==> src/rtl/mem_arbiter_if.sv <==
// Bus bundle between the two requesters, the arbiter and the memory.
// The arbiter takes the slave view; requesters and memory take the master view.
interface mem_arbiter_if;
  logic        req0;
  logic        req1;
  logic        we0;
  logic        we1;
  logic [15:0] addr0;
  logic [15:0] addr1;
  logic [15:0] wdata0;
  logic [15:0] wdata1;
  logic        gnt0;
  logic        gnt1;
  logic        done0;
  logic        done1;
  logic        err;
  logic [15:0] rdata;
  logic        mem_en;
  logic        mem_we;
  logic [15:0] mem_addr;
  logic [15:0] mem_wdata;
  logic [15:0] mem_rdata;
  logic        mem_ready;

  modport slave (
    input  req0, req1, we0, we1, addr0, addr1, wdata0, wdata1,
    input  mem_rdata, mem_ready,
    output gnt0, gnt1, done0, done1, err, rdata,
    output mem_en, mem_we, mem_addr, mem_wdata
  );

  modport master (
    output req0, req1, we0, we1, addr0, addr1, wdata0, wdata1,
    output mem_rdata, mem_ready,
    input  gnt0, gnt1, done0, done1, err, rdata,
    input  mem_en, mem_we, mem_addr, mem_wdata
  );
endinterface

==> src/rtl/mem_arbiter.sv <==
// Two-requester single-port memory arbiter: last-served fairness on ties,
// operands latched at grant, per-access timeout abort, one-cycle done pulse.
module mem_arbiter #(
  parameter int unsigned TIMEOUT = 15
) (
  input  logic          clk,
  input  logic          reset,
  mem_arbiter_if.slave  bus
);

  typedef enum logic [1:0] {
    IDLE,
    ACCESS,
    RESP
  } state_t;

  localparam logic [3:0] LP_TIMEOUT = 4'(TIMEOUT);

  state_t      r_state;
  logic        r_lp;
  logic        r_owner;
  logic        r_abort;
  logic [3:0]  r_cnt;
  logic [15:0] r_rdata;
  logic        r_gnt0;
  logic        r_gnt1;
  logic        r_done0;
  logic        r_done1;
  logic        r_err;
  logic        r_mem_en;
  logic        r_mem_we;
  logic [15:0] r_mem_addr;
  logic [15:0] r_mem_wdata;

  logic        w_any;
  logic        w_pick1;

  assign w_any   = bus.req0 | bus.req1;
  // Requester 1 wins when alone, or on a tie when requester 0 was served last.
  assign w_pick1 = bus.req1 & (~bus.req0 | ~r_lp);

  // The mem_* registers double as the latched operands; they only hold
  // non-zero values while in ACCESS.
  always_ff @(posedge clk or negedge reset) begin
    if (!reset) begin
      r_state     <= IDLE;
      r_lp        <= 1'b1;
      r_owner     <= 1'b0;
      r_abort     <= 1'b0;
      r_cnt       <= '0;
      r_rdata     <= '0;
      r_gnt0      <= 1'b0;
      r_gnt1      <= 1'b0;
      r_done0     <= 1'b0;
      r_done1     <= 1'b0;
      r_err       <= 1'b0;
      r_mem_en    <= 1'b0;
      r_mem_we    <= 1'b0;
      r_mem_addr  <= '0;
      r_mem_wdata <= '0;
    end else begin
      case (r_state)
        IDLE: begin
          if (w_any) begin
            r_owner     <= w_pick1;
            r_gnt0      <= ~w_pick1;
            r_gnt1      <= w_pick1;
            r_mem_en    <= 1'b1;
            r_mem_we    <= w_pick1 ? bus.we1    : bus.we0;
            r_mem_addr  <= w_pick1 ? bus.addr1  : bus.addr0;
            r_mem_wdata <= w_pick1 ? bus.wdata1 : bus.wdata0;
            r_cnt       <= LP_TIMEOUT;
            r_abort     <= 1'b0;
            r_state     <= ACCESS;
          end
        end

        ACCESS: begin
          if (bus.mem_ready) begin
            r_rdata     <= bus.mem_rdata;
            r_lp        <= r_owner;
            r_abort     <= 1'b0;
            r_err       <= 1'b0;
            r_done0     <= ~r_owner;
            r_done1     <= r_owner;
            r_mem_en    <= 1'b0;
            r_mem_we    <= 1'b0;
            r_mem_addr  <= '0;
            r_mem_wdata <= '0;
            r_state     <= RESP;
          end else begin
            r_cnt <= r_cnt - 4'd1;
            if (r_cnt == 4'd1) begin
              r_rdata     <= '0;
              r_lp        <= r_owner;
              r_abort     <= 1'b1;
              r_err       <= 1'b1;
              r_done0     <= ~r_owner;
              r_done1     <= r_owner;
              r_mem_en    <= 1'b0;
              r_mem_we    <= 1'b0;
              r_mem_addr  <= '0;
              r_mem_wdata <= '0;
              r_state     <= RESP;
            end
          end
        end

        RESP: begin
          r_done0 <= 1'b0;
          r_done1 <= 1'b0;
          r_err   <= 1'b0;
          r_abort <= 1'b0;
          r_gnt0  <= 1'b0;
          r_gnt1  <= 1'b0;
          r_state <= IDLE;
        end

        default: r_state <= IDLE;
      endcase
    end
  end

  assign bus.gnt0      = r_gnt0;
  assign bus.gnt1      = r_gnt1;
  assign bus.done0     = r_done0;
  assign bus.done1     = r_done1;
  assign bus.err       = r_err;
  assign bus.rdata     = r_rdata;
  assign bus.mem_en    = r_mem_en;
  assign bus.mem_we    = r_mem_we;
  assign bus.mem_addr  = r_mem_addr;
  assign bus.mem_wdata = r_mem_wdata;

endmodule

==> src/flat_wrapper.sv <==
// flat-port wrapper written by rule: the top's interface ports become plain ports
module mem_arbiter_flat 
#(
  parameter int unsigned TIMEOUT = 15
)
  (clk, reset, bus_req0, bus_req1, bus_we0, bus_we1, bus_addr0, bus_addr1, bus_wdata0, bus_wdata1, bus_mem_rdata, bus_mem_ready, bus_gnt0, bus_gnt1, bus_done0, bus_done1, bus_err, bus_rdata, bus_mem_en, bus_mem_we, bus_mem_addr, bus_mem_wdata);
  mem_arbiter_if bus_i ();
  input  logic clk;
  input  logic reset;
  input wire logic [$bits(bus_i.req0)-1:0] bus_req0;
  input wire logic [$bits(bus_i.req1)-1:0] bus_req1;
  input wire logic [$bits(bus_i.we0)-1:0] bus_we0;
  input wire logic [$bits(bus_i.we1)-1:0] bus_we1;
  input wire logic [$bits(bus_i.addr0)-1:0] bus_addr0;
  input wire logic [$bits(bus_i.addr1)-1:0] bus_addr1;
  input wire logic [$bits(bus_i.wdata0)-1:0] bus_wdata0;
  input wire logic [$bits(bus_i.wdata1)-1:0] bus_wdata1;
  input wire logic [$bits(bus_i.mem_rdata)-1:0] bus_mem_rdata;
  input wire logic [$bits(bus_i.mem_ready)-1:0] bus_mem_ready;
  output wire logic [$bits(bus_i.gnt0)-1:0] bus_gnt0;
  output wire logic [$bits(bus_i.gnt1)-1:0] bus_gnt1;
  output wire logic [$bits(bus_i.done0)-1:0] bus_done0;
  output wire logic [$bits(bus_i.done1)-1:0] bus_done1;
  output wire logic [$bits(bus_i.err)-1:0] bus_err;
  output wire logic [$bits(bus_i.rdata)-1:0] bus_rdata;
  output wire logic [$bits(bus_i.mem_en)-1:0] bus_mem_en;
  output wire logic [$bits(bus_i.mem_we)-1:0] bus_mem_we;
  output wire logic [$bits(bus_i.mem_addr)-1:0] bus_mem_addr;
  output wire logic [$bits(bus_i.mem_wdata)-1:0] bus_mem_wdata;
  assign bus_i.req0 = bus_req0;
  assign bus_i.req1 = bus_req1;
  assign bus_i.we0 = bus_we0;
  assign bus_i.we1 = bus_we1;
  assign bus_i.addr0 = bus_addr0;
  assign bus_i.addr1 = bus_addr1;
  assign bus_i.wdata0 = bus_wdata0;
  assign bus_i.wdata1 = bus_wdata1;
  assign bus_i.mem_rdata = bus_mem_rdata;
  assign bus_i.mem_ready = bus_mem_ready;
  assign bus_gnt0 = bus_i.gnt0;
  assign bus_gnt1 = bus_i.gnt1;
  assign bus_done0 = bus_i.done0;
  assign bus_done1 = bus_i.done1;
  assign bus_err = bus_i.err;
  assign bus_rdata = bus_i.rdata;
  assign bus_mem_en = bus_i.mem_en;
  assign bus_mem_we = bus_i.mem_we;
  assign bus_mem_addr = bus_i.mem_addr;
  assign bus_mem_wdata = bus_i.mem_wdata;
  mem_arbiter #(.TIMEOUT(TIMEOUT)) u_core (.clk(clk), .reset(reset), .bus(bus_i));
endmodule
==> config.mk <==
export PLATFORM = sky130hd
export DESIGN_NAME = mem_arbiter_flat
export DESIGN_NICKNAME = d
export VERILOG_FILES = /design/src/rtl/mem_arbiter_if.sv /design/src/rtl/mem_arbiter.sv /design/src/flat_wrapper.sv
export SDC_FILE = /design/constraint.sdc
export NUM_CORES = 1
export LEC_CHECK = 0
export CAP_MARGIN = 20
export CORE_MARGIN = 10
export CORE_UTILIZATION = 42
export CTS_CLUSTER_SIZE = 10
export DETAILED_ROUTE_END_ITERATION = 12
export PLACE_DENSITY = 0.81
export SYNTH_ARGS = -nofsm -noshare
export SYNTH_HDL_FRONTEND = slang
export SYNTH_SLANG_ARGS = --single-unit
==> constraint.sdc <==
create_clock -name clk -period 2.2 [get_ports clk]
set_input_delay 0.33 -clock clk [delete_from_list [all_inputs] [get_ports clk]]
set_output_delay 0.33 -clock clk [all_outputs]
set_load 0.05 [all_outputs]
Yosys cells after proc, flatten, opt, wreduce, memory -nomap -nowiden
Index checks and enable logic that the tools add are counted.
Storage, ports and cells
  input port bits: 87
  output and inout bits: 55
  register bits: 63
  logic and storage cells: 76
Operators by class
  eq/ne operators: 6
  muxes and demuxes: 36
  reduce and logical (&&, ||, !) cells: 12
  bitwise logic cells: 7
  add/sub/neg operators: 1
Operators with widths (count)
  16-bit two-way mux: 7
  16-bit one-hot mux with 2 select lines: 2
  1-bit one-hot mux with 2 select lines: 7
  1-bit two-way mux: 13
  2-bit AND reduction: 5
  4-bit two-way mux: 2
  4-bit one-hot mux with 2 select lines: 1
  2-bit nonzero test: 4
  2-bit two-way mux: 3
  3-bit AND reduction: 2
  4-bit by 1-bit equality test with 1-bit output, second input constant: 1
  1-bit inverter: 4
  2-bit one-hot mux with 2 select lines: 1
  4-bit by 1-bit subtractor with 4-bit output, second input constant: 1
  3-bit by 2-bit != test with 1-bit output, second input constant: 1
  2-bit by 1-bit equality test with 1-bit output, second input constant: 1
  2-bit equality test, second input constant: 1
  2-bit logical NOT: 1
  2-bit by 1-bit != test with 1-bit output, second input constant: 1
  2-bit != test, second input constant: 1
  1-bit OR: 2
  1-bit bitwise AND: 1

Depth between registers and ports, before layout
Gate-level depths: netlist of run 1.
  depth after elaboration: 6
  mapped depth: 9
  depth with buffers taken out: 6

Worst setup path before layout of run 1
OpenSTA, ideal clock, no wires.
  kind: register to register
  start point: reg u_core.r_state[0]
  end point: reg u_core.r_mem_addr[0] (netlist: u_core.bus.mem_addr[0])
  data arrival time: 1.581 ns
  path buffers: 3
  cell stages (with the launch flop): 10
  period minus slack after synthesis: 1.700 ns
  library setup time: 0.119 ns
  required time: 2.081 ns
  slack: 0.500 ns
  path through: dfrtp_1 > inv_1 > ha_1 > buf_2 > nor3b_4 > nor2_1 > nand2b_1 > buf_4 > buf_4 > o2bb2ai_2
Between the ends
  longest elaborated chain between the ends: 3
  elaborated cells on any way between the ends: 7
  those cells by class: eq/ne (3); mux (1); reduce/logical (3)
Ends and longest elaborated chain
  from (decl): RTL line mem_arbiter.sv:19  | state_t r_state;
  from (signal assigned): RTL line mem_arbiter.sv:46  | r_state <= IDLE;
  from (signal assigned): RTL line mem_arbiter.sv:74  | r_state <= ACCESS;
  from (signal assigned): RTL line mem_arbiter.sv:90  | r_state <= RESP;
  2-bit by 1-bit equality test with 1-bit output / 2-bit logical NOT (equally long branches): RTL line mem_arbiter.sv:62  | case (r_state)
  3-bit by 2-bit != test with 1-bit output (no line) (tied with other cells)
  3-bit AND reduction (no line)
  to (signal assigned): RTL line mem_arbiter.sv:70  | r_mem_addr <= w_pick1 ? bus.addr1 : bus.addr0;
  to (decl): RTL line mem_arbiter.sv:32  | logic [15:0] r_mem_addr;
Several ways; a longest one is shown, not always the timed one.
A chain may end at the register's enable or synchronous reset.

Worst setup path in the final report of run 1
  start point: reg u_core.r_state[0]
  end point: reg u_core.r_mem_wdata[0] (netlist: u_core.bus.mem_wdata[0])
Between the ends
  longest elaborated chain between the ends: 3
  elaborated cells on any way between the ends: 7
  those cells by class: eq/ne (3); mux (1); reduce/logical (3)
Ends and longest elaborated chain
  2-bit by 1-bit equality test with 1-bit output / 2-bit logical NOT (equally long branches): RTL line mem_arbiter.sv:62
  3-bit by 2-bit != test with 1-bit output (no line) (tied with other cells)
  3-bit AND reduction (no line)
  to (signal assigned): RTL line mem_arbiter.sv:71  | r_mem_wdata <= w_pick1 ? bus.wdata1 : bus.wdata0;
  to (decl): RTL line mem_arbiter.sv:33  | logic [15:0] r_mem_wdata;
Several ways; a longest one is shown, not always the timed one.

==> qor.txt, run 1 <==
Mapped Area -> 0.00312 sq mm
Cts repair resizes -> 0
CTS max path bufs -> 2
Synthesis Warnings -> 0
Mean Syn Cell Area -> 14.1 sq um
Clk sinks -> 63
I/O pin cnt -> 142
Count of buffers from port buffering -> 141
Initial antenna violation count -> 0
Grt met3 use -> 0.0525
M1 GR Usage -> 0.211
Worst Max-Slew Pin Slew -> 684 ps
Mapped Cells -> 221
Die width -> 106 um
Reg-to-reg slack, setup -> 270 ps
Clk_lat worst skew -> 320 ps
Synth-to-Final Area Change -> 54.4%
Starting DRT DRC Count -> 88
Final Skew -> 6.39 ps
Core Rows -> 31
Fin. Hold Viols -> 0
Die Height -> 106 um
Final setup violation count -> 0
TritonCTS clock tree -> yes
Post-Syn Nets -> 314
Largest net degree at the start of global routing -> 34
Crit path max fanout -> 13
Class of the worst hold path -> primary input to async pin
Root Buffer -> clkbuf_8
CTS Buf Count -> 9
Max_slew headroom -> 0.544
M2 GR Usage -> 0.240
Synth cell types -> 36
First-pass GRT wire length -> 14.4 mm
Post-synth EDFFs -> 0
Power per cell area -> 1510 mW/mm^2
Total Nets Final -> 460
Hold_buf cts -> 0
CP Launch Type -> flop
Tmin final -> 1930 ps
Yosys reg bits -> 63
ANT cells -> 0
Per-cell routed wire length -> 18.9 um
Commonest non-fill, non-tap cell in the layout -> clkdlybuf4s50_1
Core area -> 0.00725 sq mm
GP Congestion -> 0.806
GR Util All Layers -> 0.159
Die ar. -> 0.0113 sq mm
DP Wirelength -> 7.13 mm
Drt drc -> 0
Setup tns final -> 0 ps
Total grt overflow -> 0
Leakage -> 2.01 nW
Starting Density -> 0.430
Fmax achieved -> 0.517 GHz
Routed Antenna Nets -> 0
Synth top area share -> 0.498
DRT Wirelength -> 8.88 mm
Commonest cells after routing, fill and taps aside -> clkdlybuf4s50_1, dfrtp_1, mux2i_1, o2bb2ai_2, a22o_1
Sequential area share after synthesis -> 0.506
Most used DFF post-synth -> dfrtp_1
Top cell type by total area after synthesis -> dfrtp_1
Period utilization -> 0.879
Ys async rst share -> 1.00
Gr busiest metal -> met2
Tot Pwr -> 7.28 mW
First-pass DRT Iterations -> 4
CTS H-tree depth -> 3
Post-CTS Setup Bufs -> 0
Critical Path RT -> 2450 ps
Detailed-route via count -> 2,379
Worst Path Arrival -> 2190 ps
DR vias/cell -> 5.06
Endpoint type of the worst setup path -> flop
Fin. max-slew vios -> 0
Number of global-route vias before repair -> 2,635
Status -> finished, final reports clean
Layout cells sized above 1 -> 0.189
Final hold slack -> 38.0 ps
RSZ-0062 raised after global routing -> false
Reg clk slew, reported paths -> 70 ps
Top cells by area in the synthesized netlist -> dfrtp_1, o2bb2ai_2, mux2i_1
Setup CP Type -> flop to flop
Peak supply drop -> 0.767 mV
Max Cap Viol -> 0
[worst max-delay path, cell delays in order (launching register included)]
cell	delay [ps]
dfrtp_1	420
inv_1	100
ha_1	320
nor3b_4	350
nor2_1	140
nand2b_2	140
buf_4	260
o2bb2ai_2	120
[cells by family after synthesis]
kind of cell    synth area share
flops                      0.506
compound gates             0.228
mux                        0.131
fa+ha+maj                 0.0241
buf+inv                   0.0574
simple gates              0.0482
xor+xnor                 0.00562
[layout make-up]
class	instances	area (sq um)
multi-input cells	135	1380
well taps	99	124
clock buffers	12	155
repair buffers	153	1520
inverters	5	18.8
fillers	562	2440
clock inverters	3	42.5
flip-flops and latches	63	1580
[state kept, by name (all words and copies together) (netlist names), 2 cells and up]
signal                count
u_core.r_cnt              4
u_core.r_state            2
u_core.bus.mem_wdata     16
u_core.bus.mem_addr      16
u_core.bus.rdata         16
[stage by stage]
step / instances / setup WS (ps) / cell area, sq um / util
3_3_place_gp: 455 / 204 / 4620 / 0.637
3_5_place_dp: 455 / 170 / 4620 / 0.637
6_report: 470 / 266 / 4810 / 0.664
2_1_floorplan: 221 / 500 / 3120 / -
5_1_grt: 470 / 80.2 / 4810 / 0.664
4_1_cts: 470 / 267 / 4810 / 0.664
[synth_stat cells, drive strengths merged (2+ instances only)]
cell	instances
nor3b	3
a22o	19
ha	6
buf	17
nor2	11
inv	5
a21oi	3
dfrtp	62
mux2i	34
xnor2	2
nand2	2
nand2b	2
mux2	6
o2bb2ai	33
[per-layer routing]
metal / part of all wire / vias up / routed length (um)
li1: - / 1124 / -
met1: 0.47 / 1136 / 4170
met5: 0 / - / 0
met4: 0.0064 / 0 / 57
met3: 0.077 / 7 / 682
met2: 0.45 / 112 / 3960
[worst paths after layout]
| kind | startpoint | depth (start not counted) | to |
|---|---|---|---|
| max | u_core.r_state[0] | 7 | u_core.bus.mem_wdata[0] |
| min | reset | 1 | u_core.bus.mem_addr[7] |
| max reg2reg | u_core.r_state[0] | 7 | u_core.bus.mem_wdata[0] |
| min reg2reg | u_core.bus.mem_en | 1 | u_core.bus.mem_en |
| max in group asynchronous | reset | 2 | u_core.bus.mem_addr[1] |
| min in group clk | u_core.bus.mem_en | 1 | u_core.bus.mem_en |
[power breakdown]
| part | switching [mW] | leakage [nW] | total (mW) | internal [mW] |
|---|---|---|---|---|
| Clock | 0.408 | 0.0985 | 0.986 | 0.577 |
| Sequential | 0.327 | 0.787 | 1.98 | 1.65 |
| Combinational | 2.61 | 1.13 | 4.32 | 1.71 |
No activity file was read; power rests on OpenSTA's default activity.
==> inputs of run 2 (changes only) <==
CORE_MARGIN = 2   (was 10)
==> qor.txt, run 2 (synthesis results as in run 1) <==
R2r endpoint -> u_core.bus.mem_en
Root Buffer -> clkbuf_8
Layout fillers -> 565
Period utilization -> 0.864
GP Congestion -> 0.779
Setup tns final -> 0 ps
Worst Max-Slew Pin Slew -> 659 ps
DP Wirelength -> 5.65 mm
Fin. Hold Viols -> 0
Status -> finished, final reports clean
CTS max path bufs -> 2
Largest net degree at the start of global routing -> 37
CP Launch Type -> flop
Reg2reg start -> u_core.r_state[0]
Max Cap Viol -> 0
Die width -> 90.2 um
Commonest cells after routing, fill and taps aside -> clkdlybuf4s50_1, dfrtp_1, mux2i_1, o2bb2ai_2, a22o_1
Routed Antenna Nets -> 0
Power per cell area -> 1490 mW/mm^2
Fmax achieved -> 0.526 GHz
DR vias/cell -> 4.96
CTS H-tree depth -> 3
Total Nets Final -> 456
First-pass GRT wire length -> 12.1 mm
Max_slew headroom -> 0.560
Class of the worst hold path -> primary input to async pin
Synth-to-Final Area Change -> 53.2%
Initial antenna violation count -> 0
Clk sinks -> 63
Commonest non-fill, non-tap cell in the layout -> clkdlybuf4s50_1
Per-cell routed wire length -> 16.0 um
FF-to-FF path depth -> 7
CP top delay family -> simple AND/OR/NAND/NOR gates
Count of buffers from port buffering -> 141
Post-CTS Setup Bufs -> 0
Starting Density -> 0.432
Critical path buffers and inverters -> 2
Final Non-Filler Cells -> 465
Clk_lat worst skew -> 320 ps
Leakage -> 1.99 nW
Layout cells sized above 1 -> 0.175
Largest stage delay, worst path -> 400 ps
Hold_buf cts -> 0
CTS Buf Count -> 9
Worst Path Arrival -> 2120 ps
Reg-to-reg slack, setup -> 300 ps
Peak supply drop -> 0.840 mV
Register Area -> 0.00158 sq mm
GR Util All Layers -> 0.185
First-pass DRT Iterations -> 4
Cell Chain, Critical Path -> inv_1 -> ha_1 -> nor3b_4 -> nor2_1 -> nand2b_2 -> buf_12 -> a21bo_2
Cts repair resizes -> 0
Final Skew -> 3.87 ps
Tmin final -> 1900 ps
TritonCTS clock tree -> yes
Final setup violation count -> 0
Core area -> 0.00721 sq mm
Area of the multi-input gates -> 0.00138 sq mm
Crit path max fanout -> 25
CP max-delay cell -> dfrtp_1
Critical Path RT -> 2420 ps
Die Height -> 90.2 um
Endpoint type of the worst setup path -> flop
RSZ-0062 raised after global routing -> false
Final Util -> 0.662
ANT cells -> 0
Setup CP Type -> flop to flop
Drt drc -> 0
Fin. max-slew vios -> 0
I/O pin cnt -> 142
DRT Wirelength -> 7.45 mm
Cell total after placement -> 451
Starting DRT DRC Count -> 53
Number of global-route vias before repair -> 2,400
Core Rows -> 31
Reg clk slew, reported paths -> 60 ps
Total grt overflow -> 0
Die ar. -> 0.00813 sq mm
Detailed-route via count -> 2,308
==> run 2: cell types whose count changed in the layout (fill, tap and decap cells not counted) <==
cell | previous run | this run
clkinvlp_4 | 1 | 0
buf_12 | 2 | 4
clkbuf_1 | 1 | 2
bufinv_16 | 1 | 0
buf_4 | 10 | 4
==> run 2: worst register-to-register path: stages, from the launching register on <==
cell	delay, ps
dfrtp_1	400
inv_1	80
ha_1	310
nor3b_4	210
nor2_1	260
nand2b_2	120
buf_12	180
a21bo_2	230
==> run 2: layout make-up <==
| class | count | area share |
|---|---|---|
| Sequential cell | 63 | 0.330 |
| Timing Repair Buffer | 149 | 0.318 |
| Multi-Input combinational cell | 135 | 0.288 |
| Clock buffer | 13 | 0.0333 |
| Tap cell | 99 | 0.0259 |
| Inverter | 5 | 0.00393 |
| Clock inverter | 1 | 0.00105 |
==> run 2: worst max path at each step <==
stage / startpoint / to / slack, ps / depth (start not counted)
after floorplan: u_core.r_state[0] / u_core.bus.mem_addr[0] / 500 / 9
after global placement: bus_req0 / u_core.bus.mem_en / 210 / 5
after detailed placement: bus_req0 / u_core.bus.mem_en / 160 / 5
after CTS: u_core.r_state[1] / u_core.bus.mem_wdata[8] / 290 / 7
after global routing: u_core.r_state[0] / u_core.bus.mem_wdata[5] / 190 / 7
final: u_core.r_state[0] / u_core.bus.mem_en / 300 / 7
==> run 2: power by group <==
| group | switching, mW | internal (mW) | total [mW] |
|---|---|---|---|
| combinational | 2.58 | 1.72 | 4.29 |
| sequential | 0.322 | 1.65 | 1.97 |
| clock | 0.391 | 0.457 | 0.848 |
==> run 2: routing by layer <==
| layer | vias to the layer above | track usage | part of all wire |
|---|---|---|---|
| met4 | 0 | 0.0551 | 0.0058 |
| met3 | 6 | 0.0612 | 0.079 |
| li1 | 1109 | - | - |
| met1 | 1086 | 0.244 | 0.45 |
| met2 | 107 | 0.291 | 0.46 |
| met5 | - | 0 | 0 |
==> run 2: through the flow <==
stage               hold WS, ps  total power [mW]  instance area (sq um)  worst slack, ps
finish                     34.1              7.11                   4780              300
global route               86.0              7.47                   4780              193
CTS                        36.4              7.20                   4780              286
detailed placement          397              6.32                   4610              161
global placement            381              6.23                   4610              206
floorplan                  34.4              5.03                   3120              500
==> inputs of run 3 (changes only) <==
CAP_MARGIN = default   (was 20)
==> results of run 3 <==
The final DEF is identical to that of run 2; final timing and power are the same.
